`config.mk`:
```
export PLATFORM = sky130hd
export DESIGN_NAME = transport_send
export DESIGN_NICKNAME = d
export VERILOG_FILES = /design/src/rtl/transport_send_pkg.sv /design/src/rtl/transport_word_buf.sv /design/src/rtl/transport_send.sv
export SDC_FILE = /design/constraint.sdc
export NUM_CORES = 1
export LEC_CHECK = 0
export BUFFER_PORTS_ARGS = -buffer_cell sky130_fd_sc_hd__buf_4
export CORE_ASPECT_RATIO = 1.2
export CORE_UTILIZATION = 62
export DETAILED_ROUTE_END_ITERATION = 6
export GPL_ROUTABILITY_DRIVEN = 0
export MAX_ROUTING_LAYER = met4
export PLACE_DENSITY_LB_ADDON = 0.08
export SLEW_MARGIN = 20
export SYNTH_ARGS = -nofsm -noshare
export SYNTH_HDL_FRONTEND = slang
export SYNTH_SLANG_ARGS = --single-unit
```
`constraint.sdc`:
```
create_clock -name clk -period 2.6 [get_ports clk]
set_clock_uncertainty 0.15 [all_clocks]
set_input_delay 0.39 -clock clk [delete_from_list [all_inputs] [get_ports clk]]
set_output_delay 0.39 -clock clk [all_outputs]
set_load 0.01 [all_outputs]
```
`src/rtl/transport_send_pkg.sv`:
```
`default_nettype none
// ============================================================================
//  Module      : transport_send_pkg
//  Description : Definitions shared by the transport-layer send path and its
//                receive-side counterpart: word type codes, header byte
//                construction, default packet size and the send FSM state
//                encoding.
//  Revision    : 1.0  initial release
// ============================================================================
package transport_send_pkg;

    // Default number of 16-bit words carried by one audio packet.
    localparam int c_def_audio_words = 8;

    // Session-layer word type codes.
    localparam logic [1:0] c_type_none  = 2'b00;
    localparam logic [1:0] c_type_ctrl  = 2'b01;
    localparam logic [1:0] c_type_audio = 2'b10;
    localparam logic [1:0] c_type_rsvd  = 2'b11;

    // Send FSM states.
    //   ST_IDLE     : no audio buffered
    //   ST_FILL     : a partial audio packet is buffered
    //   ST_WAIT_NET : a packet is armed, waiting for the network layer
    //   ST_HEADER   : header byte on the bus
    //   ST_PAYLOAD  : payload bytes on the bus
    typedef enum logic [2:0] {
        ST_IDLE     = 3'd0,
        ST_FILL     = 3'd1,
        ST_WAIT_NET = 3'd2,
        ST_HEADER   = 3'd3,
        ST_PAYLOAD  = 3'd4
    } state_t;

    // Header byte: the two type bits in the top of the byte, rest zero.
    function automatic logic [7:0] hdr_byte(input logic [1:0] pkt_type);
        return {pkt_type, 6'b00_0000};
    endfunction

endpackage : transport_send_pkg
`default_nettype wire

```
`src/rtl/transport_word_buf.sv`:
```
`default_nettype none
// ============================================================================
//  Module      : transport_word_buf
//  Description : Audio word buffer for the transport send path. Holds
//                AUDIO_WORDS x 16-bit words written by word pointer and read
//                back one byte at a time by byte index (word = index >> 1,
//                index[0] = 0 selects the high byte).
//
//  Ports       : clk        system clock
//                reset      asynchronous active-low reset (clears contents)
//                i_wr_en    write strobe
//                i_wr_ptr   word slot to write
//                i_wr_data  word to store
//                i_rd_idx   byte index to read
//                o_rd_byte  selected byte (combinational)
//  Revision    : 1.0  initial release
// ============================================================================
module transport_word_buf #(
    parameter  int AUDIO_WORDS = 8,
    localparam int PTR_W       = $clog2(AUDIO_WORDS + 1),
    localparam int CNT_W       = $clog2(2 * AUDIO_WORDS + 1)
) (
    input  logic             clk,
    input  logic             reset,
    input  logic             i_wr_en,
    input  logic [PTR_W-1:0] i_wr_ptr,
    input  logic [15:0]      i_wr_data,
    input  logic [CNT_W-1:0] i_rd_idx,
    output logic [7:0]       o_rd_byte
);

    logic [15:0]      r_mem [AUDIO_WORDS];
    logic [CNT_W-2:0] w_word_sel;
    logic [15:0]      w_word;

    always_ff @(posedge clk or negedge reset) begin
        if (!reset) begin
            for (int i = 0; i < AUDIO_WORDS; i++) begin
                r_mem[i] <= '0;
            end
        end else if (i_wr_en) begin
            for (int i = 0; i < AUDIO_WORDS; i++) begin
                if (i_wr_ptr == PTR_W'(i)) begin
                    r_mem[i] <= i_wr_data;
                end
            end
        end
    end

    assign w_word_sel = i_rd_idx[CNT_W-1:1];

    // The index one past the last byte selects no word and reads as zero;
    // the FSM never puts that value on the bus.
    always_comb begin
        w_word = '0;
        for (int i = 0; i < AUDIO_WORDS; i++) begin
            if (w_word_sel == (CNT_W-1)'(i)) begin
                w_word = r_mem[i];
            end
        end
    end

    assign o_rd_byte = i_rd_idx[0] ? w_word[7:0] : w_word[15:8];

endmodule : transport_word_buf
`default_nettype wire

```
`src/rtl/transport_send.sv`:
```
`default_nettype none
// ============================================================================
//  Module      : transport_send
//  Description : Transmit side of the transport layer. Frames 16-bit session
//                words into byte packets for the network layer. Audio words
//                are collected into AUDIO_WORDS-word packets; a control word
//                is sent at once as a single-word packet, preempting a
//                partially filled audio buffer which is resumed afterwards.
//                Packet = header byte {type, 6'b0} followed by payload bytes,
//                MSB first, one byte per clock while sendSignal is high.
//
//  Ports       : clk            system clock
//                reset          asynchronous active-low reset
//                sessionType    word type (00 none, 01 ctrl, 10 audio, 11 rsvd)
//                sessionData    word from session layer
//                sessionValid   word offered this cycle
//                transportBusy  high while a packet is armed or being sent
//                netBusy        network layer cannot start a packet
//                sendSignal     high for exactly the bytes of one packet
//                packetOut      packet byte, valid while sendSignal is high
//  Revision    : 1.0  initial release
// ============================================================================
module transport_send
    import transport_send_pkg::*;
#(
    parameter int AUDIO_WORDS = c_def_audio_words
) (
    input  logic        clk,
    input  logic        reset,
    input  logic [1:0]  sessionType,
    input  logic [15:0] sessionData,
    input  logic        sessionValid,
    output logic        transportBusy,
    input  logic        netBusy,
    output logic        sendSignal,
    output logic [7:0]  packetOut
);

    localparam int PTR_W = $clog2(AUDIO_WORDS + 1);
    localparam int CNT_W = $clog2(2 * AUDIO_WORDS + 1);

    // Byte-counter value reached once the final payload byte is on the bus.
    localparam logic [CNT_W-1:0] c_audio_last = CNT_W'(2 * AUDIO_WORDS);
    localparam logic [CNT_W-1:0] c_ctrl_last  = CNT_W'(2);
    localparam logic [PTR_W-1:0] c_last_slot  = PTR_W'(AUDIO_WORDS - 1);

    state_t           r_state;
    logic [PTR_W-1:0] r_wr_ptr;
    logic [15:0]      r_ctrl_reg;
    logic             r_ret_fill;   // control packet returns to FILL, else IDLE
    logic             r_pkt_audio;  // armed / in-flight packet is audio
    logic [CNT_W-1:0] r_byte_cnt;   // payload byte index

    logic             w_accept;
    logic             w_buf_wr;
    logic [7:0]       w_buf_byte;
    logic [7:0]       w_pay_byte;
    logic             w_last_byte;

    // Busy depends on state only, so the session layer never sees a
    // combinational path from its own inputs.
    assign transportBusy = (r_state inside {ST_WAIT_NET, ST_HEADER, ST_PAYLOAD});
    assign w_accept      = sessionValid && !transportBusy;
    assign w_buf_wr      = w_accept && (sessionType == c_type_audio);

    transport_word_buf #(
        .AUDIO_WORDS (AUDIO_WORDS)
    ) u_word_buf (
        .clk       (clk),
        .reset     (reset),
        .i_wr_en   (w_buf_wr),
        .i_wr_ptr  (r_wr_ptr),
        .i_wr_data (sessionData),
        .i_rd_idx  (r_byte_cnt),
        .o_rd_byte (w_buf_byte)
    );

    // Next payload byte for the current counter position.
    assign w_pay_byte  = r_pkt_audio ? w_buf_byte
                       : (r_byte_cnt[0] ? r_ctrl_reg[7:0] : r_ctrl_reg[15:8]);
    assign w_last_byte = r_pkt_audio ? (r_byte_cnt == c_audio_last)
                                     : (r_byte_cnt == c_ctrl_last);

    always_ff @(posedge clk or negedge reset) begin
        if (!reset) begin
            r_state     <= ST_IDLE;
            r_wr_ptr    <= '0;
            r_ctrl_reg  <= '0;
            r_ret_fill  <= 1'b0;
            r_pkt_audio <= 1'b0;
            r_byte_cnt  <= '0;
            sendSignal  <= 1'b0;
            packetOut   <= 8'h00;
        end else begin
            case (r_state)
                ST_IDLE, ST_FILL: begin
                    if (w_accept) begin
                        case (sessionType)
                            c_type_audio: begin
                                r_wr_ptr <= r_wr_ptr + PTR_W'(1);
                                if (r_wr_ptr == c_last_slot) begin
                                    r_pkt_audio <= 1'b1;
                                    r_byte_cnt  <= '0;
                                    r_state     <= ST_WAIT_NET;
                                end else begin
                                    r_state <= ST_FILL;
                                end
                            end
                            c_type_ctrl: begin
                                // Buffered audio and wrPtr stay as they are;
                                // only the state to come back to is recorded.
                                r_ctrl_reg  <= sessionData;
                                r_ret_fill  <= (r_state == ST_FILL);
                                r_pkt_audio <= 1'b0;
                                r_byte_cnt  <= '0;
                                r_state     <= ST_WAIT_NET;
                            end
                            c_type_none, c_type_rsvd: begin
                                // consumed and dropped
                            end
                            default: begin
                            end
                        endcase
                    end
                end

                ST_WAIT_NET: begin
                    if (!netBusy) begin
                        sendSignal <= 1'b1;
                        packetOut  <= hdr_byte(r_pkt_audio ? c_type_audio
                                                           : c_type_ctrl);
                        r_state    <= ST_HEADER;
                    end
                end

                ST_HEADER: begin
                    packetOut  <= w_pay_byte;
                    r_byte_cnt <= r_byte_cnt + CNT_W'(1);
                    r_state    <= ST_PAYLOAD;
                end

                ST_PAYLOAD: begin
                    if (w_last_byte) begin
                        sendSignal <= 1'b0;
                        packetOut  <= 8'h00;
                        r_byte_cnt <= '0;
                        if (r_pkt_audio) begin
                            r_wr_ptr <= '0;
                            r_state  <= ST_IDLE;
                        end else begin
                            r_state  <= r_ret_fill ? ST_FILL : ST_IDLE;
                        end
                    end else begin
                        packetOut  <= w_pay_byte;
                        r_byte_cnt <= r_byte_cnt + CNT_W'(1);
                    end
                end

                default: begin
                    r_state <= ST_IDLE;
                end
            endcase
        end
    end

endmodule : transport_send
`default_nettype wire
```
-- Yosys cells after proc, flatten, opt, wreduce, memory -nomap -nowiden
Cells that the tools add are included.
- $add $sub $neg: 2
- eq/ne operators: 30
- multiplexer cells: 39
- reductions and logical operators: 27
- operators with widths (cell ; number):
    $mux W16 ; 8
    $mux W8 ; 5
    $eq A4 B3 Y1 const B ; 8
    $pmux W8 S3 ; 1
    $reduce_and A2 Y1 ; 9
    $eq A4 B2 Y1 const B ; 4
    $mux W4 ; 4
    $mux W5 ; 3
    $pmux W5 S3 ; 1
    $pmux W3 S4 ; 1
    $reduce_and A4 Y1 ; 3
    $ne A2 B2 Y1 const B ; 5
    $pmux W5 S2 ; 1
    $mux W3 ; 3
    $eq A4 B1 Y1 const B ; 2
    $logic_not A4 Y1 ; 2
    $pmux W4 S2 ; 1
    $eq A3 B2 Y1 const B ; 2
    $mux W1 ; 6
    $pmux W3 S2 ; 1
    $reduce_and A3 Y1 ; 2
    $reduce_bool A2 Y1 ; 3
    $reduce_bool A3 Y1 ; 2
    $add A5 B1 Y5 const B ; 1
    17 further kinds ; 20
- register bits: 167
- input port bits: 22

-- Depth between registers and ports, before layout
- depth in word-level cells: 13
- mapped depth: 8
- mapped depth without buffers: 6

-- Modules after synthesis
A second synthesis with hierarchy kept.
- cells, all modules: 646
- area, all modules: 8199.1 um^2
- modules (own cells, without submodules) (module ; instances ; cells an instance ; area each (um^2) ; sequential area each (um^2)):
    transport_word_buf ; 1 ; 452 ; 6183.4 ; 3203.1
    transport_send ; 1 ; 194 ; 2015.7 ; 975.9

-- Worst setup path before layout
Ideal clock, no wire load.
- path type: flip-flop to flip-flop
- start point: register r_state[2]
- end point: register u_word_buf.r_mem[101] (netlist name)
- setup time: 0.125 ns
- data arrival time: 2.013 ns
- data required time: 2.325 ns
- setup slack: 0.312 ns
- cell stages (with the launch flop): 7
- path buffers: 1
- clock period less this slack: 2.288 ns
- cells stage by stage: dfrtp_1 nor3b_1 or4_4 nor3_4 nand2_4 buf_6 mux2_4
- longest elaborated chain between the ends: 6
- RTL lines (item ; RTL line ; source):
    start: declaration ; transport_send.sv:47 ; state_t r_state;
    start signal: assignment ; transport_send.sv:151 ; r_state <= r_ret_fill ? ST_FILL : ST_IDLE;
    $eq A3 B2 Y1 / $eq A3 B3 Y1 (equally long branches) ; transport_send.sv:62 ; assign transportBusy = (r_state inside {ST_WAIT_NET, ST_HEADER, ST_PAYLOAD});
    $reduce_bool A3 Y1 (no line) (*) ; n/a ;
    $logic_not A1 Y1 (*) ; transport_send.sv:63 ; assign w_accept = sessionValid && !transportBusy;
    $logic_and A1 B1 Y1 (*) ; transport_send.sv:63 ;
    $logic_and A1 B1 Y1 (*) ; transport_send.sv:64 ; assign w_buf_wr = w_accept && (sessionType == c_type_audio);
    $reduce_and A2 Y1 (no line) (*) ; n/a ;
    end signal: indexed assignment ; transport_word_buf.sv:44 ; r_mem[i] <= i_wr_data;
    end: declaration ; transport_word_buf.sv:32 ; logic [15:0] r_mem [AUDIO_WORDS];
Every way passes the cells marked *; elsewhere a longest branch is shown, timed or not.
A chain may end at the register's enable or synchronous reset.

-- Worst setup path in the final report
- start point: register r_state[2]
- end point: register u_word_buf.r_mem[36] (netlist name)
Same word-level chain as after synthesis.

==> out/results.md <==
| Metric | Reported | Unit |
| --- | --- | --- |
| Tot GR Track Use | 33.3 | % |
| Final Net Count | 753 | - |
| Vias | 5874 | - |
| Clock latency of the later-clocked register in the worst-skew pair | 430 | ps |
| Number of global-route vias before repair | 5963 | - |
| Clock power share | 26.2 | % |
| Hold crit path type | input pin to flop | - |
| Internal Power | 7.44 | mW |
| Antenna-violating nets left | 0 | - |
| Outcome | complete, no violations | - |
| Number of DRC markers after the initial detailed-route iteration | 427 | - |
| Vertical die dimension | 131 | µm |
| Ratio of cells with drive above 1 in the final layout | 39.6 | % |
| Sw Pwr | 3.42 | mW |
| Net count after synthesis | 699 | - |
| Clock net sink count | 167 | - |
| Wire length per cell | 23.7 | µm |
| Syn-to-layout area delta | 15.4 | % |
| Post-detailed-route DRC marker count | 0 | - |
| Switching share of total power | 31.5 | % |
| Number of library cell types mapped by synthesis | 62 | - |
| Fin. Hold Viols | 0 | - |
| Detailed Place HPWL | 13900 | µm |
| Share of flip-flops with an asynchronous set or reset after synthesis | 100 | % |
| Total clock buffers created by CTS | 17 | - |
| Worst Setup End Kind | flop | - |
| Comb power frac | 34.9 | % |
| Sequential fraction of the synthesis area | 48.7 | % |
| Synthesized instance count | 672 | - |
| Final Max Slew Viols | 0 | - |
| Clock-pin slew on the worst setup and hold paths | 60 | ps |
| Clock buffer depth | 2 | - |
| Post-detailed-route via-to-cell ratio | 6.48 | - |
| Worst relative slew slack | 63.5 | % |
| Die X | 109 | µm |
| Critical path class | flop to flop | - |
| Transition time at the pin with the least slew margin | 547 | ps |
| Syn Area/Cell | 12.8 | µm² |
| TritonCTS clock tree | yes | - |
| Number of enable flip-flop cells after synthesis | 0 | - |
| Initial cell density of the core | 64.2 | % |
| Sequential group share of total power | 38.9 | % |
| Synth warnings | 0 | - |
| Synth Cell Area | 8570 | µm² |
| GR Overflow Total | 0 | - |
| Most frequent standard cell in the layout excluding fill and tap cells | sky130_fd_sc_hd__dfrtp_1 | - |
| Worst-path maximum fanout | 16 | - |
| Largest net degree at the start of global routing | 47 | - |
| Detailed Route WL | 21500 | µm |
| Type of element launching the critical path | flop | - |
| Core ar. | 13400 | µm² |
| Max-cap violation count | 0 | - |
| Leakage power | 4.74 | nW |
| Max FFs per register | 128 | - |
| Post-synthesis register bit count | 167 | - |
| Antenna violations before repair | 0 | - |
| Total power per unit cell area | 1100 | nW/µm² |
| Commonest cells after routing, fill and taps aside | 165 x sky130_fd_sc_hd__dfrtp_1, 88 x sky130_fd_sc_hd__mux2_2, 74 x sky130_fd_sc_hd__buf_4 | - |
| Setup-violating endpoint count in the final report | 0 | - |
| Maximum clock frequency | 0.396 | GHz |
| Clock Tree Root | sky130_fd_sc_hd__clkbuf_16 | - |
| Count of boundary I/O pins | 32 | - |
| Wire length of the first global-routing pass | 33900 | µm |
| RSZ-0062 raised after global routing | false | - |
| Most instantiated flip-flop cell in the synthesis netlist | sky130_fd_sc_hd__dfrtp_1 | - |
| Power Total | 10.9 | mW |
| Worst Hold Slack | 21.4 | ps |
| Antenna diode count | 0 | - |
| Worst EP arrival | 2680 | ps |
| Worst supply voltage drop on vdd | 0.000628 | V |
| Required time at the endpoint of the critical path | 2760 | ps |
| Router iterations before antenna repair | 5 | - |
| Instance area at placement | 9190 | µm² |
| Final Critical Period | 2530 | ps |
| Cell area after layout | 9900 | µm² |
| Port Buffer Count | 31 | - |
| Total negative slack | 0 | ps |
| Row count | 46 | - |
| Post-route fraction of the period consumed by the critical path | 97.2 | % |
| Overall die area | 14300 | µm² |
| Number of H-tree levels | 4 | - |
-- timing repair --
item	4_1_cts	5_1_grt
hold buffers	1	0
setup buffers	0	3
hold endpoints to repair	43	0
gates resized for setup	0	1
setup endpoints to repair	0	7
-- cell families (layout without fill, tap and decap cells) --
family                   after synthesis  after routing  share of synthesized area (%)
AND/OR/NAND/NOR                      120            120                           9.15
multiplexers                         184            184                           27.0
adder cells (fa/ha/maj)                5              5                          0.730
XOR/XNOR                               3              3                          0.306
AO/OA/AOI/OAI                        134            134                           10.7
flip-flops                           167            167                           48.7
buffers and inverters                 59            126                           3.36
-- power by group through the flow --
stage	registers [mW]	logic, mW	clock network, mW
5_1_grt	4.32	4.06	2.98
6_report	4.22	3.79	2.85
4_1_cts	4.20	3.76	2.88
3_5_place_dp	4.21	3.71	0
3_3_place_gp	4.17	3.60	0
2_1_floorplan	3.99	2.76	0
-- worst paths after layout --
check                               start              endpoint  slack, ps  cells past startpoint
setup / recovery               r_state[2]  u_word_buf.r_mem[36]         70                      5
hold / removal             sessionType[0]           r_pkt_audio         20                      2
setup reg to reg               r_state[2]  u_word_buf.r_mem[36]         70                      5
min in group asynchronous           reset            sendSignal        320                      2
max in group asynchronous           reset        r_ctrl_reg[13]       1150                      3
hold reg to reg              packetOut[1]          packetOut[1]        350                      2
-- per-layer routing --
| layer | routed length, µm | track usage, % |
|---|---|---|
| met4 | 520 | 13.6 |
| met5 | 0 | - |
| met3 | 1400 | 5.70 |
| met2 | 10300 | 50.6 |
| met1 | 9230 | 44.6 |
-- cells in the mapped netlist (all sizes together), types with 10 or more instances --
cell type	instances	area [µm²]
nor2	17	66.3
clkbuf	23	86.3
nand2	27	154
mux2i	25	250
mux2	158	2040
dfrtp	167	4180
buf	23	153
inv	13	48.8
o21ai	26	130
nand3b	10	75.1
a21oi	24	120
nor2b	12	75.1
-- worst max-delay path, stage by stage, from the launching register on --
cell and delay (ps):
sky130_fd_sc_hd__dfrtp_1 440, sky130_fd_sc_hd__nor3b_1 180, sky130_fd_sc_hd__or4_4 560, sky130_fd_sc_hd__nor3b_4 370, sky130_fd_sc_hd__nand2_4 310, sky130_fd_sc_hd__mux2_4 380
-- area by class of cell --
cell class | count | area, µm²
sequential | 167 | 4180
multi-input combinational | 446 | 4110
fill | 910 | 3450
timing repair buffer | 81 | 677
clock buffer | 22 | 484
tap | 168 | 210
clock inverter | 10 | 189
inverter | 13 | 48.8
-- through the flow --
| stage | setup WS [ps] | cells | utilization, % |
|---|---|---|---|
| after detailed placement | 81.7 | 871 | 68.8 |
| after global routing | 25.6 | 907 | 74.1 |
| final | 73.1 | 907 | 74.1 |
| after floorplan | 312 | 672 | - |
| after global placement | 118 | 871 | 68.8 |
| after CTS | 70.0 | 904 | 74.0 |
(Power assumes the default switching activity.)
